## src/rtl/chunked_period_timer.sv

```systemverilog
// chunked_period_timer: prescaler/timeout strobe with a chunked carry-pipelined tick counter.
// Optional sticky overrun detection is built when CHUNKED_TIMER_OVERRUN_EN is defined;
// otherwise overrun is tied low.
module chunked_period_timer #(
    parameter int WIDTH          = 16,
    parameter int LATENCY        = 4,
    parameter int DEFAULT_PERIOD = 10
) (
    input  logic             clk,
    input  logic             rst,
    input  logic             enable,
    input  logic             load,
    input  logic [WIDTH-1:0] period_in,
    input  logic             oneshot,
    output logic             strobe,
    output logic             ready,
    output logic             done,
    output logic [WIDTH-1:0] count,
    output logic             overrun
);
    localparam int ALU_WIDTH       = (WIDTH + LATENCY - 1) / LATENCY;
    localparam int CHUNK_COUNT     = (WIDTH + ALU_WIDTH - 1) / ALU_WIDTH;
    localparam int LAST_CHUNK_SIZE = WIDTH - (CHUNK_COUNT - 1) * ALU_WIDTH;
    localparam int CW              = CHUNK_COUNT > 1 ? CHUNK_COUNT - 1 : 1;

    logic [WIDTH-1:0]       period;
    logic [WIDTH-1:0]       sum;
    logic                   mode;
    logic [CW-1:0]          cy;
    logic [CW-1:0]          cout;
    logic [CW-1:0]          fl;
    logic [CHUNK_COUNT-1:0] cin;
    logic [CHUNK_COUNT-1:0] hp;
    logic [CHUNK_COUNT:0]   hv;
    logic                   acc;
    logic                   hit;
    logic                   wrap;

    // count is settled whenever a tick is accepted, so the period match is decided at acceptance
    assign acc    = enable & ready & ~done & (period != '0);
    assign hit    = count == period - WIDTH'(1);
    assign hv     = {hp, acc & hit};
    assign wrap   = hv[CHUNK_COUNT-1];
    assign strobe = hv[CHUNK_COUNT];
    assign ready  = (CHUNK_COUNT == 1) | ~|fl;

    for (genvar g = 0; g < CHUNK_COUNT; g++) begin : g_chunk
        localparam int LO = g * ALU_WIDTH;
        localparam int W  = (g == CHUNK_COUNT - 1) ? LAST_CHUNK_SIZE : ALU_WIDTH;
        localparam int W1 = W + 1;
        if (g == 0) begin : g_first
            assign cin[g] = acc;
        end else begin : g_rest
            assign cin[g] = cy[g-1];
        end
        if (g == CHUNK_COUNT - 1) begin : g_top
            assign sum[LO +: W] = count[LO +: W] + W'(cin[g]);
        end else begin : g_mid
            assign {cout[g], sum[LO +: W]} = {1'b0, count[LO +: W]} + W1'(cin[g]);
        end
    end
    if (CHUNK_COUNT == 1) begin : g_single
        assign cout = 1'b0;
    end

    // counter chunks, carry pipe, busy/hit shift registers and mode state
    always_ff @(posedge clk) begin
        if (rst) begin
            count  <= '0;
            cy     <= '0;
            fl     <= '0;
            hp     <= '0;
            done   <= 1'b0;
            mode   <= 1'b0;
            period <= WIDTH'(DEFAULT_PERIOD);
        end else if (load) begin
            count  <= '0;
            cy     <= '0;
            fl     <= '0;
            hp     <= '0;
            done   <= 1'b0;
            mode   <= oneshot;
            period <= period_in;
        end else begin
            count <= wrap ? '0 : sum;
            cy    <= wrap ? '0 : cout;
            fl    <= (fl << 1) | CW'(acc);
            hp    <= hv[CHUNK_COUNT-1:0];
            done  <= done | (wrap & mode);
        end
    end

`ifdef CHUNKED_TIMER_OVERRUN_EN
    // sticky flag for ticks requested while the timer cannot take them
    always_ff @(posedge clk) begin
        if (rst | load)
            overrun <= 1'b0;
        else if (enable & (~ready | (done & mode)))
            overrun <= 1'b1;
    end
`else
    assign overrun = 1'b0;
`endif
endmodule

```

## config.mk

```make
export PLATFORM = sky130hd
export DESIGN_NAME = chunked_period_timer
export DESIGN_NICKNAME = d
export VERILOG_FILES = /design/src/rtl/chunked_period_timer.sv
export SDC_FILE = /design/constraint.sdc
export NUM_CORES = 1
export LEC_CHECK = 0
export ABC_AREA = 0
export CAP_MARGIN = 30
export CORE_ASPECT_RATIO = 0.7
export CORE_UTILIZATION = 46
export DETAILED_ROUTE_END_ITERATION = 10
export GPL_TIMING_DRIVEN = 0
export HOLD_SLACK_MARGIN = 0.08
export PLACE_DENSITY = 0.83
export SLEW_MARGIN = 20
export SYNTH_ARGS = -nofsm -noshare
export SYNTH_HDL_FRONTEND = slang
export SYNTH_SLANG_ARGS = --single-unit
```

## constraint.sdc

```tcl
create_clock -name clk -period 1.9 [get_ports clk]
set_input_delay 0.19 -clock clk [delete_from_list [all_inputs] [get_ports clk]]
set_output_delay 0.19 -clock clk [all_outputs]
set_load 0.02 [all_outputs]
```

==> impl_results.rst, run 1 <==
.. list-table::
   :header-rows: 1

   * - Metric
     - Value
   * - Status
     - finished with violations
   * - Failing checks
     - setup timing
   * - Reg clk slew, reported paths
     - roughly 0.080 ns
   * - Row count
     - 20
   * - Buffer cell driving the clock tree root
     - clkbuf_8
   * - Top cells by area in the synthesized netlist
     - dfxtp_1, mux2i_1, xnor2_1
   * - Quantity of I/O buffers inserted on ports
     - 38
   * - Max Buffers Root-to-Sink
     - 2
   * - Max stage delay cell, worst path
     - dfxtp_4
   * - Synthesis Warnings
     - 0
   * - Net total in the final layout
     - approximately 310
   * - CP Class
     - reg -> reg
   * - Detailed placer's ending HPWL
     - roughly 3400 um
   * - Global placement routability congestion
     - around 0.83
   * - Layout cells sized above 1
     - a little under a fifth
   * - Post-route cell area
     - roughly 2900 um2
   * - Leakage Power
     - approximately 1.2 nW
   * - Length of routed met2 wiring
     - around 2200 um
   * - Actual transition at the worst max-transition pin
     - between 0.6 and 0.7 ns
   * - Number of instances in the synthesized netlist
     - 223
   * - Hold violation count in the final report
     - 0
   * - Cell taking the most area after synthesis
     - dfxtp_1
   * - Worst setup SP type
     - flip-flop
   * - Post-route minimum period
     - approximately 1.9 ns
   * - Leading post-synthesis cells by instance count
     - dfxtp_1, nor2_1, mux2i_1
   * - Dpl cell area
     - 2560 um2
   * - Number of buffers created by CTS
     - 5
   * - DRT met1 WL
     - ~2300 um
   * - Most repeated cell in the gate-level netlist after synthesis
     - dfxtp_1
   * - Detailed route wirelength on metal3
     - 420 um
   * - Most instantiated flip-flop cell in the synthesis netlist
     - dfxtp_1
   * - Die X
     - around 83 um
   * - Later-pin clock latency in the skew report
     - between 0.2 and 0.3 ns
   * - Mean post-synth cell area
     - approximately 9.4 um2
   * - Average via count per standard cell
     - about 5.3
   * - Number of maximum-capacitance constraint violations
     - 0
   * - Maximum clock frequency
     - about 520 MHz
   * - H-tree levels
     - 2
   * - Placed instance count
     - ~320
   * - Starting utilization of the core area
     - 48.2%
   * - Critical Path Sink Type
     - flip-flop
   * - Part of the cycle the worst path needs
     - 101%
   * - Type of the most critical hold path
     - in -> reg
   * - Required time at the endpoint of the critical path
     - around 2.1 ns
   * - Wire length of the first global-routing pass
     - between 7000 and 8000 um
   * - Slew HR
     - 59.4%
   * - Antenna violations before repair
     - 0
   * - Via count of the first global-routing pass
     - 1589
   * - Worst clock skew
     - about 0.0045 ns
   * - Netlist area before placement
     - about 2100 um2
   * - Total GRT Usage
     - approximately a fifth
   * - Post-synthesis net count
     - ~250
   * - Count of endpoints failing setup in the final report
     - 1
   * - Top layer used by detailed routing
     - met4
   * - DIE AREA
     - roughly 4800 um2
   * - WL final
     - ~5000 um
   * - Setup repair after global routing missed its margin
     - yes
   * - Share of the synthesized area in the top cell type
     - between 40% and 50%
   * - Sum of buffers and inverters on the critical path
     - 0
   * - Grt total ovfl
     - 0
   * - Number of vias after detailed routing
     - roughly 1.8k
   * - Chip height
     - slightly below 60 um
   * - Pin count of the biggest net entering global routing
     - 13
   * - Number of enable flip-flop cells after synthesis
     - 0
   * - CP max FO
     - 5
   * - Delay-heaviest family, CP
     - simple AND/OR/NAND/NOR gates
   * - Final non-filler cell total
     - approximately 330
   * - Final Max Slew Viols
     - 0
   * - ANT cells
     - 0
   * - CTS tree
     - built
   * - Antenna-violating nets left
     - 0
   * - Setup slack of the critical path after layout
     - -0.0121 ns
   * - Data arrival time at the worst-slack endpoint
     - 2.10 ns
   * - Post-synthesis cell type count
     - 41
   * - PD cells
     - 646 nW/um2
   * - Top-level I/O count
     - 41
   * - Flops & latches, synth
     - 44
   * - Routed WL per cell
     - around 15 um
   * - Area of the core
     - around 4400 um2
   * - CTS Sinks
     - 44
   * - Hold slack final
     - about 0.25 ns
   * - Async set or reset register ratio after synthesis
     - 0%
   * - List of cells traversed by the critical path
     - nor4_4 -> and2_4 -> or3b_4 -> a21oi_2 -> o211ai_1 -> a2111oi_2
   * - P&R area growth vs syn
     - 36.6%
   * - DRC violation count after routing
     - 0
   * - Delay of the slowest cell on the worst path
     - between 0.3 and 0.4 ns
   * - Highest ir drop seen on vdd
     - roughly 0.00037 V
   * - Initial DRT Pass Iterations
     - 4
   * - Fraction of the yosys area taken by sequential cells
     - a little over two fifths
   * - First-iteration detailed-routing DRC count
     - 86
==> routing by layer <==
metal	vias up	global-route usage [%]
met4	0	5.42
met5	-	0
met2	62	31.9
met3	6	5.74
met1	831	28.5
li1	870	-
==> metrics by stage <==
step                power [mW]  TNS (ns)  utilization, %  setup WS, ns
floorplan                 1.14         0               -        0.0257
global placement          1.21     -7.44            58.8        -0.442
detailed placement        1.22     -7.39            58.8        -0.455
CTS                       1.82         0            62.5      0.000191
global route              1.93    -0.170            65.8       -0.0792
finish                    1.85   -0.0121            65.8       -0.0121
==> final cells by class <==
type | instances | area [um2]
repair buffers | 49 | 467
plain buffers | 6 | 28.8
clock buffers | 8 | 90.1
well taps | 55 | 68.8
flip-flops and latches | 44 | 896
inverters | 4 | 15.0
fillers | 355 | 1490
multi-input cells | 168 | 1300
==> repair_timing <==
item                                    in CTS  in global routing
pin swaps                                    6                 12
endpoints found under the setup margin      17                  5
resized for setup                           13                 24
hold buffers                                 0                  0
setup buffers                                5                  6
==> cell families after synthesis <==
logic type,synth area share [%]
compound gates,5.97
simple gates,24.9
mux,8.11
flops,42.0
buf+inv,2.21
other cells,0.179
fa+ha+maj,5.37
xor+xnor,11.3
==> sequential cells by signal, indices dropped and copies added, names as in the netlist <==
name    flops
mode        1
done        1
hp          4
fl          3
period     16
count      16
cy          3
==> power breakdown <==
group          leakage, nW  switching (mW)  internal [mW]
registers            0.360          0.0445          0.946
clock network       0.0455           0.297          0.297
logic                0.749           0.124          0.141
==> cell usage in the layout, fill, tap and decap left out, types with 3 or more instances in the layout <==
master	synthesis	routed
xnor2_1	15	14
clkbuf_8	0	6
nor2_1	34	33
clkdlybuf4s50_1	0	38
buf_4	1	11
mux2i_1	17	17
and2_1	15	13
dfxtp_4	0	3
dfxtp_1	44	38
dfxtp_2	0	3
o211ai_1	3	3
nor4_4	0	3
nand3b_1	3	3
ha_1	9	6
nor3_1	8	7
nand2_1	9	9
nand3_1	9	8
clkbuf_1	4	5
xor2_1	12	12
==> worst paths after layout <==
kind	from	end	slack (ns)	cells after the start
worst max-delay path	period[1]	hp[0]	-0.01	6
worst min-delay path	rst	period[4]	0.25	2
worst max register to register	period[1]	hp[0]	-0.01	6
worst min register to register	hp[1]	hp[2]	0.44	1
No activity file was read; power rests on OpenSTA's default activity.
==> inputs of run 2 (changes only) <==
- CORE_UTILIZATION: 46 -> 45
- PLACE_DENSITY: 0.83 -> 0.82
- SKIP_LAST_GASP: unset -> 1
==> impl_results.rst, run 2 (synthesized netlist as in run 1, its figures left out) <==
.. list-table::
   :header-rows: 1

   * - Metric
     - Value
   * - Chip height
     - 59.1 um
   * - Antenna-violating nets left
     - 0
   * - PD cells
     - around 640 nW/um2
   * - Post-route minimum period
     - between 2 and 2.5 ns
   * - Quantity of I/O buffers inserted on ports
     - 38
   * - Pin count of the biggest net entering global routing
     - 14
   * - Number of vias after detailed routing
     - ~1.8k
   * - Initial DRT Pass Iterations
     - 4
   * - Number of maximum-capacitance constraint violations
     - 0
   * - Type of the most critical hold path
     - in -> reg
   * - P&R area growth vs syn
     - 38.8%
   * - Slew HR
     - a little over half
   * - Total GRT Usage
     - slightly above 20%
   * - ANT cells
     - 0
   * - Most common cell after layout, fill and taps aside
     - clkdlybuf4s50_1
   * - Global placement routability congestion
     - approximately 0.83
   * - Maximum clock frequency
     - around 500 MHz
   * - CTS Sinks
     - between 40 and 50
   * - Required time at the endpoint of the critical path
     - 2.10 ns
   * - Dpl cell area
     - about 2600 um2
   * - Via count of the first global-routing pass
     - ~1.6k
   * - Grt total ovfl
     - 0
   * - Failing checks
     - setup timing
   * - Die X
     - approximately 84 um
   * - PnR Total Power
     - 1.87 mW
   * - Setup repair after global routing missed its margin
     - yes
   * - Highest ir drop seen on vdd
     - around 0.00053 V
   * - Status
     - finished with violations
   * - DRC violation count after routing
     - 0
   * - Layout cells sized above 1
     - 20.5%
   * - First-iteration detailed-routing DRC count
     - 80
   * - Average via count per standard cell
     - between 5 and 6
   * - Start of the worst register-to-register path
     - period[3]
   * - Worst setup SP type
     - flip-flop
   * - Part of the cycle the worst path needs
     - 106%
   * - Leakage Power
     - around 1.2 nW
   * - Final Max Slew Viols
     - 0
   * - Biggest regs
     - count: 16 flops, period: 16 flops, hp: 4 flops
   * - Wire length of the first global-routing pass
     - 7780 um
   * - Hold violation count in the final report
     - 0
   * - Starting utilization of the core area
     - between 40 and 50%
   * - Later-pin clock latency in the skew report
     - roughly 0.30 ns
   * - Worst clock skew
     - 0.00505 ns
   * - H-tree levels
     - 2
   * - Row count
     - 20
   * - Final non-filler cell total
     - ~340
   * - Post-route cell area
     - 2910 um2
   * - Top-level I/O count
     - 41
   * - Total Negative Setup Slacks
     - -0.156 ns
   * - Beginning of the worst hold path
     - rst
   * - Antenna violations before repair
     - 0
   * - Placed instance count
     - between 300 and 400
   * - Routed WL per cell
     - approximately 15 um
   * - WL final
     - 4960 um
   * - Critical Path Sink Type
     - flip-flop
   * - Actual transition at the worst max-transition pin
     - around 0.68 ns
   * - Layout filler cell count
     - between 300 and 400
   * - Data arrival time at the worst-slack endpoint
     - about 2.2 ns
   * - Count of endpoints failing setup in the final report
     - 3
   * - Area of the core
     - approximately 4400 um2
   * - Reg clk slew, reported paths
     - about 0.080 ns
   * - DIE AREA
     - 4940 um2
   * - Setup slack of the critical path after layout
     - -0.113 ns
   * - Commonest cells after routing, fill and taps aside
     - clkdlybuf4s50_1, dfxtp_1, nor2_1, mux2i_1, buf_4
   * - Number of buffers created by CTS
     - 5
   * - CP Class
     - reg -> reg
   * - Buffer cell driving the clock tree root
     - clkbuf_8
   * - Detailed placer's ending HPWL
     - 3410 um
   * - CTS tree
     - built
   * - CP max FO
     - 4
   * - Net total in the final layout
     - between 300 and 400
   * - Start point of the critical path
     - period[3]
   * - Max Buffers Root-to-Sink
     - 2
[run 2: cell types whose count changed in the layout (fill, tap and decap cells not counted), moves of 2 or more]
cell / before / now
buf_4: 11 / 15
clkbuf_1: 5 / 3
clkinv_2: 0 / 2
o21ai_0: 1 / 3
o21ai_1: 2 / 0
[run 2: layer usage]
metal,global-route usage [%],vias to the layer above,share of wire [%]
met5,0,-,0
met3,5.29,13,5.8
met4,7.99,0,2.4
li1,-,883,-
met1,28.3,822,50
met2,32.2,64,42
[run 2: area by class of cell]
type	count	area [um2]	share of cell area (%)
timing repair buffer	52	489	16.8
clock inverter	2	10.0	0.344
buffer	7	36.3	1.25
inverter	4	15.0	0.516
sequential	44	897	30.8
multi-input combinational	168	1310	45.1
clock buffer	6	82.6	2.84
tap	55	68.8	2.36
[run 2: path summary, 6_finish.rpt]
check	to	slack (ns)	depth (start not counted)
worst max register to register	hp[0]	-0.11	7
worst max-delay path	hp[0]	-0.11	7
worst min-delay path	period[4]	0.23	2
worst min register to register	hp[2]	0.44	1
[run 2: repair_timing]
item	CTS	global route
pin swaps	9	9
setup endpoints to repair	15	16
hold buffers	0	0
buffers inserted	8	6
gates resized for setup	16	22
[run 2: through the flow]
| stage | util (%) | hold slack (ns) | setup WS (ns) |
|---|---|---|---|
| 2_1_floorplan | - | 0.319 | 0.0257 |
| 3_3_place_gp | 58.1 | 0.417 | -0.461 |
| 6_report | 66.1 | 0.235 | -0.113 |
| 4_1_cts | 63.1 | 0.234 | -0.0356 |
| 5_1_grt | 66.1 | 0.258 | -0.183 |
| 3_5_place_dp | 58.1 | 0.419 | -0.486 |
[run 2: report_power, final]
part           internal, mW  switching (mW)  leakage, nW
combinational         0.156           0.134        0.766
sequential            0.946          0.0371        0.360
clock                 0.290           0.311       0.0510
[run 2: critical path, cell delays in order, from the launching register on]
cell and delay (ns):
dfxtp_4 0.36, nor3_4 0.27, buf_4 0.17, and2_4 0.13, or3b_1 0.36, a21oi_2 0.15, o211ai_1 0.12, a2111oi_2 0.34
